**src/rtl/uart_cmd_ctrl.sv**
```systemverilog
// UART command controller: pops ASCII command bytes from the RX FIFO, drives
// per-channel run/mode/clear controls and optionally answers each command with
// an ACK/NAK byte into the TX FIFO.
//
//   state  | meaning
//   -------+---------------------------------------------------------------
//   IDLE   | waiting for a byte; pops one as soon as the RX FIFO is non-empty
//   DECODE | popped byte is on rx_data; apply command, latch the response byte
//   ACK    | push the response byte; stall here while the TX FIFO is full
module uart_cmd_ctrl #(
    parameter int          NUM_CH      = 3,
    parameter bit          ACK_EN      = 1'b1,
    parameter logic [7:0]  CMD_RUN     = 8'h72,
    parameter logic [7:0]  CMD_STOP    = 8'h73,
    parameter logic [7:0]  CMD_CLR     = 8'h63,
    parameter logic [7:0]  CMD_MODE    = 8'h6D,
    parameter logic [7:0]  CMD_RUNALL  = 8'h52,
    parameter logic [7:0]  CMD_STOPALL = 8'h53,
    parameter logic [7:0]  ACK_BYTE    = 8'h41,
    parameter logic [7:0]  NAK_BYTE    = 8'h4E,
    localparam int         CH_W        = (NUM_CH > 1) ? $clog2(NUM_CH) : 1
) (
    input  logic              clk,
    input  logic              rst,
    input  logic              rx_empty,
    output logic              rx_rd,
    input  logic [7:0]        rx_data,
    input  logic              tx_full,
    output logic              tx_wr,
    output logic [7:0]        tx_data,
    output logic [NUM_CH-1:0] o_run_stop,
    output logic [NUM_CH-1:0] o_mode,
    output logic [NUM_CH-1:0] o_clear,
    output logic [CH_W-1:0]   o_sel_ch
);

    typedef enum logic [1:0] {
        IDLE   = 2'd0,
        DECODE = 2'd1,
        ACK    = 2'd2
    } state_t;

    state_t            state_q, state_d;
    logic [NUM_CH-1:0] run_q, run_d;
    logic [NUM_CH-1:0] mode_q, mode_d;
    logic [NUM_CH-1:0] clear_q, clear_d;
    logic [CH_W-1:0]   sel_q, sel_d;
    logic [7:0]        tx_data_q, tx_data_d;
    logic [7:0]        resp;
    logic [7:0]        digit;

    // State and control registers; reset drops any byte popped but not decoded.
    always_ff @(posedge clk or negedge rst) begin
        if (!rst) begin
            state_q   <= IDLE;
            run_q     <= '0;
            mode_q    <= '0;
            clear_q   <= '0;
            sel_q     <= '0;
            tx_data_q <= '0;
        end else begin
            state_q   <= state_d;
            run_q     <= run_d;
            mode_q    <= mode_d;
            clear_q   <= clear_d;
            sel_q     <= sel_d;
            tx_data_q <= tx_data_d;
        end
    end

    // Next-state, command decode and FIFO strobes.
    always_comb begin
        state_d   = state_q;
        run_d     = run_q;
        mode_d    = mode_q;
        clear_d   = '0;
        sel_d     = sel_q;
        tx_data_d = tx_data_q;
        rx_rd     = 1'b0;
        tx_wr     = 1'b0;
        resp      = NAK_BYTE;
        digit     = rx_data - 8'h30;

        case (state_q)
            IDLE: begin
                rx_rd = !rx_empty;
                if (!rx_empty) begin
                    state_d = DECODE;
                end
            end

            DECODE: begin
                resp = ACK_BYTE;
                if (rx_data >= 8'h30 && rx_data <= 8'h39) begin
                    // Digits beyond the channel count are rejected, selection kept.
                    if (digit < 8'(NUM_CH)) begin
                        sel_d = digit[CH_W-1:0];
                    end else begin
                        resp = NAK_BYTE;
                    end
                end else if (rx_data == CMD_RUN) begin
                    run_d[sel_q] = 1'b1;
                end else if (rx_data == CMD_STOP) begin
                    run_d[sel_q] = 1'b0;
                end else if (rx_data == CMD_CLR) begin
                    clear_d[sel_q] = 1'b1;
                    run_d[sel_q]   = 1'b0;
                end else if (rx_data == CMD_MODE) begin
                    mode_d[sel_q] = ~mode_q[sel_q];
                end else if (rx_data == CMD_RUNALL) begin
                    run_d = '1;
                end else if (rx_data == CMD_STOPALL) begin
                    run_d = '0;
                end else begin
                    resp = NAK_BYTE;
                end

                if (ACK_EN) begin
                    tx_data_d = resp;
                    state_d   = ACK;
                end else begin
                    state_d = IDLE;
                end
            end

            ACK: begin
                tx_wr = !tx_full;
                if (!tx_full) begin
                    state_d = IDLE;
                end
            end

            default: state_d = IDLE;
        endcase
    end

    assign tx_data    = tx_data_q;
    assign o_run_stop = run_q;
    assign o_mode     = mode_q;
    assign o_clear    = clear_q;
    assign o_sel_ch   = sel_q;

endmodule

```
**config.mk**
```make
export PLATFORM = sky130hd
export DESIGN_NAME = uart_cmd_ctrl
export DESIGN_NICKNAME = d
export VERILOG_FILES = /design/src/rtl/uart_cmd_ctrl.sv
export SDC_FILE = /design/constraint.sdc
export NUM_CORES = 1
export LEC_CHECK = 0
export ABC_AREA = 1
export CORE_ASPECT_RATIO = 0.8
export CORE_UTILIZATION = 44
export CTS_BUF_LIST = sky130_fd_sc_hd__clkbuf_8 sky130_fd_sc_hd__clkbuf_16
export DETAILED_ROUTE_END_ITERATION = 8
export PLACE_DENSITY = 0.82
export SKIP_LAST_GASP = 1
export SLEW_MARGIN = 20
export SYNTH_ARGS = -nofsm -noshare
export SYNTH_HDL_FRONTEND = slang
export SYNTH_SLANG_ARGS = --single-unit
```
**constraint.sdc**
```tcl
create_clock -name clk -period 1.4 [get_ports clk]
set_input_delay 0.21 -clock clk [delete_from_list [all_inputs] [get_ports clk]]
set_output_delay 0.21 -clock clk [all_outputs]
set_load 0.01 [all_outputs]
```
==> results of run 1 <==
-- sequential cells by signal, summed over array words and instances, names as in the netlist --
name	flops
state_q	2
o_mode	3
o_run_stop	3
tx_data	3
o_clear	3
o_sel_ch	2
-- power by group through the flow --
stage | Clock [mW] | Combinational (mW) | Sequential (mW)
2_1_floorplan | 0 | 0.215 | 0.574
3_3_place_gp | 0 | 0.423 | 0.558
3_5_place_dp | 0 | 0.429 | 0.561
4_1_cts | 0.342 | 0.429 | 0.548
5_1_grt | 0.360 | 0.480 | 0.554
6_report | 0.334 | 0.436 | 0.546
-- layout make-up --
type | instances | share of cell area
Sequential cell | 16 | 0.281
Clock buffer | 3 | 0.0290
Tap cell | 24 | 0.0211
Multi-Input combinational cell | 94 | 0.337
Timing Repair Buffer | 42 | 0.285
Inverter | 17 | 0.0465
-- path summary, 6_finish.rpt --
path | to | slack (ns) | cells after the start
max | tx_data[3] | 0.05 | 7
min | tx_data[0] | 0.28 | 2
max reg2reg | o_mode[2] | 0.07 | 5
min reg2reg | tx_data[6] | 0.47 | 1
max in group asynchronous | o_run_stop[2] | 0.94 | 2
min in group clk | tx_data[6] | 0.47 | 1
-- cells in the mapped netlist --
| cell type | number | share of area |
|---|---|---|
| o211ai_1 | 3 | 0.023 |
| nor3_1 | 2 | 0.010 |
| inv_1 | 14 | 0.054 |
| nand3_1 | 8 | 0.041 |
| nor2_1 | 20 | 0.078 |
| nor2_4 | 3 | 0.035 |
| conb_1 | 1 | 0.0039 |
| clkinv_2 | 1 | 0.0052 |
| nand4_1 | 3 | 0.019 |
| nor2_2 | 3 | 0.019 |
| o21ai_0 | 3 | 0.016 |
| nand3_2 | 1 | 0.010 |
| o21ai_1 | 4 | 0.021 |
| nand2_4 | 2 | 0.023 |
| nand2_2 | 4 | 0.026 |
| nand2_1 | 32 | 0.12 |
| buf_4 | 5 | 0.039 |
| dfrtp_1 | 16 | 0.41 |
| inv_2 | 2 | 0.0078 |
| nor3_4 | 1 | 0.017 |
| or2_2 | 1 | 0.0065 |
| a21oi_1 | 1 | 0.0052 |
-- critical path, delay by kind of cell --
| family | cells | cell delay [ns] |
|---|---|---|
| simple gates | 6 | 0.78 |
| buf+inv | 1 | 0.50 |
-- routing by layer --
| metal | vias to the layer above | share of wire |
|---|---|---|
| li1 | 486 | - |
| met1 | 455 | 0.39 |
| met2 | 51 | 0.52 |
| met3 | 10 | 0.058 |
| met4 | 0 | 0.033 |
| met5 | - | 0 |
-- cells by family (layout without fill, tap and decap cells) --
kind of cell | count (synthesis) | after routing | synth area share
other | 1 | 3 | 0.00388
buffers and inverters | 22 | 62 | 0.106
AO/OA/AOI/OAI | 11 | 11 | 0.0648
flip-flops | 16 | 16 | 0.415
AND/OR/NAND/NOR | 80 | 80 | 0.411
-- timing repair --
| item | 4_1_cts | 5_1_grt |
|---|---|---|
| hold endpoints to repair | 0 | 0 |
| resized for setup | 6 | 14 |
| buffers inserted | 1 | 2 |
| pin swaps | 0 | 4 |
| endpoints found under the setup margin | 7 | 12 |
==> run metrics, run 1 <==
outcome=completed; peak supply drop=around 0.6 mV; Initial Utilization=0.488; vias in the first global route=938; post-route setup slack=between 0.04 and 0.05 ns; Leakage=between 0.7 and 0.8 nW; Comb pwr share=0.331; Die Area=0.00239 mm^2; GRT overflow=0; CP Cell Sequence=clkdlybuf4s50_1 -> nand2_2 -> nand3_1 -> nor3_4 -> nor2_1 -> nand2_1 -> nor2_1; pins over their slew limit=0; Setup crit end kind=register; count of final hold-check violations=0; CP peak stage delay=~0.50 ns; Starting DRT DRC Count=31; TritonCTS buffer count=3; yosys warns=0; Multi-input gate area=480 um^2; Synth Cell Area=about 970 um^2; Layout Skew=between 0.001 and 0.0015 ns; Avg Inst Size Synth=between 7 and 8 um^2; final setup vio count=0; Setup crit start=rx_data[1]; fillers=150; Yosys cell types=22; internal power=around 0.9 mW; worst path arrival time=roughly 1.5 ns; RD Place Congestion=around 0.94; setup TNS=0 ns; H-tree Lvls=1; sequential share of power=0.415; clock sinks=16; busiest grt layer=met2; row count=14; Die X=54.4 um; PwrDens=about 920 mW/mm^2; drt via density=slightly above 5; NetSw=approximately 0.43 mW; max-cap check violation count=0; min Tclk post-route=1.35 ns; Critical Path Most Common Cell=nor2_1; DRC viols=0; clock input transition at the sequential cells of the worst setup and hold paths=~0.060 ns; remaining antenna violation count after routing=0; Period Utilization, post-route=0.965; routing usage on met3=0.0667; Fmax=between 700 and 800 MHz; CP max-delay cell=clkdlybuf4s50_1; crit path max fanout=5; final instance area=0.00143 mm^2; Req. time, crit path=around 1.5 ns; largest net degree at the start of global routing=17; Clock Path Buffers=2; Port-buffer cells=29; met2 GRT Util=0.415; placed cell areas=about 0.0013 mm^2; Reg area=400 um^2; worst hold path type=input pin to async pin; Detailed Place HPWL=about 1800 um; Yosys reg bits=16; cells after synthesis=130; # IOs=33; Area Overhead vs Synth=47.5%; antenna violations before repair=0; Via Count=1002; first-pass GRT wire length=around 3800 um; Cells after DPL=190; TritonCTS clock tree=yes; final WL=approximately 2400 um; Clock power frac=0.254; most frequent cells in the layout=31 x nand2_1, 19 x nor2_1, 16 x clkdlybuf4s50_1, 16 x dfrtp_1, 13 x inv_1; hold_buf cts=0; Power Total=~1.3 mW; Die Y=43.9 um; final core occ=0.720; grt met1 use=0.250; CP Class=input pin to register; mean routed wirelength per cell=12.5 um; Core ar.=just under 0.002 mm^2; router iterations before antenna repair=4; R2R Path Start=o_sel_ch[0]; sw frac=0.323; nets=between 150 and 200; clk_lat worst skew=between 0.2 and 0.25 ns; Critical Path Start Type=input pin; worst hold slack=0.282 ns; pre-CTS setup slack=-0.185 ns; CTS Root Cell=clkbuf_8; non-filler cells, final=roughly 200; Seq/Total Area, Yosys=0.415; Ant. Diodes=0; GRT Util Overall=0.229; most common cell after layout, fill and taps aside=nand2_1; layout cells sized above 1=0.221
Note: power is estimated with default switching activity, not from simulation.
==> run 2, diff against run 1 <==
--- a/config.mk
+++ b/config.mk
@@ -10,9 +10,11 @@
 export CORE_UTILIZATION = 44
 export CTS_BUF_LIST = sky130_fd_sc_hd__clkbuf_8 sky130_fd_sc_hd__clkbuf_16
 export DETAILED_ROUTE_END_ITERATION = 8
+export MAX_ROUTING_LAYER = met4
 export PLACE_DENSITY = 0.82
 export SKIP_LAST_GASP = 1
 export SLEW_MARGIN = 20
 export SYNTH_ARGS = -nofsm -noshare
 export SYNTH_HDL_FRONTEND = slang
 export SYNTH_SLANG_ARGS = --single-unit
+export TNS_END_PERCENT = 10
==> run 2 against run 1 <==
Against the previous run:
- critical endpoint is now o_run_stop[1]
- sequential share of layout area rose by 1.0 points
- the run now ends with setup timing left
- worst hold slack barely moved
- register-to-register slack worse by 0.02 ns
- first-iteration DRC count decreased by 39%
- setup slack got worse by 0.079 ns
- wire length down 4.9%
- combinational power down 3%
- critical path type is now register to output pin
- count of clock-buffer cells in the layout is the same
==> run metrics, run 2 (synthesis gave the netlist of run 1 again) <==
CP max-delay cell=clkdlybuf4s50_1; post-CTS setup buffer count=0; drt via density=slightly above 5; failing checks=setup timing; worst hold slack=between 0.2 and 0.3 ns; most frequent cells in the layout=32 x nand2_1, 27 x clkdlybuf4s50_1, 20 x nor2_1; count of final hold-check violations=0; GRT Util Overall=0.236; Starting DRT DRC Count=19; Detailed Place HPWL=roughly 1800 um; CP Cell Sequence=clkdlybuf4s50_1; post-route setup slack=-0.0302 ns; hold_buf cts=0; Req. time, crit path=between 1 and 1.5 ns; Ant. Diodes=0; H-tree Lvls=1; Area Overhead vs Synth=42.2%; TritonCTS buffer count=3; Leakage=0.698 nW; RD Place Congestion=0.953; CP peak stage delay=~0.56 ns; CP Class=register to output pin; DRC viols=0; TritonCTS clock tree=yes; final setup vio count=5; Layout Skew=around 0.0027 ns; outcome=finished with violations; mean routed wirelength per cell=between 10 and 15 um; crit path max fanout=4; router iterations before antenna repair=6; Fmax=between 600 and 700 MHz; Via Count=987; largest net degree at the start of global routing=17; nets=approximately 180; Clock Path Buffers=2; clk_lat worst skew=between 0.2 and 0.3 ns; # IOs=33; flop2flop setup slack=roughly 0.050 ns; vias in the first global route=939; Die Area=0.00239 mm^2; layout cells sized above 1=0.183; Initial Utilization=0.488; cell family with most CP delay=buffers and inverters; CP Depth=1; remaining antenna violation count after routing=0; RSZ-0062 raised after global routing=yes; Port-buffer cells=29; most common cell after layout, fill and taps aside=nand2_1; pre-CTS setup slack=-0.185 ns; first-pass GRT wire length=3820 um; PwrDens=952 mW/mm^2; cells on worst reg2reg path=7; max-cap check violation count=0; Critical Path Start Type=register; CTS Root Cell=clkbuf_8; Core ar.=between 0.0015 and 0.002 mm^2; antenna violations before repair=0; worst path arrival time=approximately 1.2 ns; clock input transition at the sequential cells of the worst setup and hold paths=0.06 ns; pins over their slew limit=0; Die Y=~44 um; Setup crit end kind=output pin; Period Utilization, post-route=1.02; Buf+Inv Stages, Crit Path=1; GRT overflow=0; row count=14; worst hold path type=input pin to async pin; peak supply drop=0.629 mV; min Tclk post-route=around 1.4 ns; final WL=~2300 um; clock sinks=16; Die X=roughly 54 um
[run 2: timing repair]
action | 4_1_cts | 5_1_grt
hold endpoints to repair | 0 | 0
gates resized for setup | 1 | 1
setup endpoints to repair | 7 | 18
gates cloned | 0 | 0
[run 2: metrics by stage]
step / std cells / instance area (um^2) / power [mW] / setup TNS, ns / util
2_1_floorplan: 132 / 973 / 0.789 / 0 / -
3_3_place_gp: 190 / 1330 / 0.981 / -1.27 / 0.673
3_5_place_dp: 190 / 1330 / 0.990 / -1.78 / 0.673
4_1_cts: 193 / 1370 / 1.32 / -0.298 / 0.693
5_1_grt: 193 / 1370 / 1.38 / -0.691 / 0.694
6_report: 193 / 1370 / 1.31 / -0.116 / 0.694
[run 2: layer usage]
metal / track usage / vias up / share of wire
met5: - / - / 0
met4: 0.0769 / 0 / 0.0082
met1: 0.254 / 458 / 0.39
met3: 0.0632 / 4 / 0.080
li1: - / 479 / -
met2: 0.412 / 46 / 0.52
[run 2: final cells by class]
cell class              count  area [um^2]
clock buffers               3         41.3
fillers                   172          606
inverters                  17         65.1
multi-input cells          94          470
flip-flops and latches     16          400
well taps                  24         30.0
repair buffers             39          367
[run 2: power breakdown]
group	total [mW]	switching, mW	internal, mW	leakage (nW)
Combinational	0.423	0.232	0.191	0.475
Clock	0.333	0.143	0.191	0.0216
Sequential	0.552	0.0438	0.508	0.202
Total	1.31	0.419	0.890	0.698
[run 2: final timing paths]
path / from / to
min in group clk: tx_data[6] / tx_data[6]
setup / recovery: o_run_stop[1] / o_run_stop[1]
max in group asynchronous: rst / o_sel_ch[1]
hold reg to reg: tx_data[6] / tx_data[6]
setup reg to reg: state_q[1] / tx_data[3]
hold / removal: rst / o_clear[1]
==> run 3, diff against run 2 <==
--- a/config.mk
+++ b/config.mk
@@ -9,6 +9,7 @@
 export CORE_ASPECT_RATIO = 0.8
 export CORE_UTILIZATION = 44
 export CTS_BUF_LIST = sky130_fd_sc_hd__clkbuf_8 sky130_fd_sc_hd__clkbuf_16
+export CTS_CLUSTER_DIAMETER = 40
 export DETAILED_ROUTE_END_ITERATION = 8
 export MAX_ROUTING_LAYER = met4
 export PLACE_DENSITY = 0.82
==> results of run 3 <==
The final DEF is identical to that of run 2; final timing and power are the same.
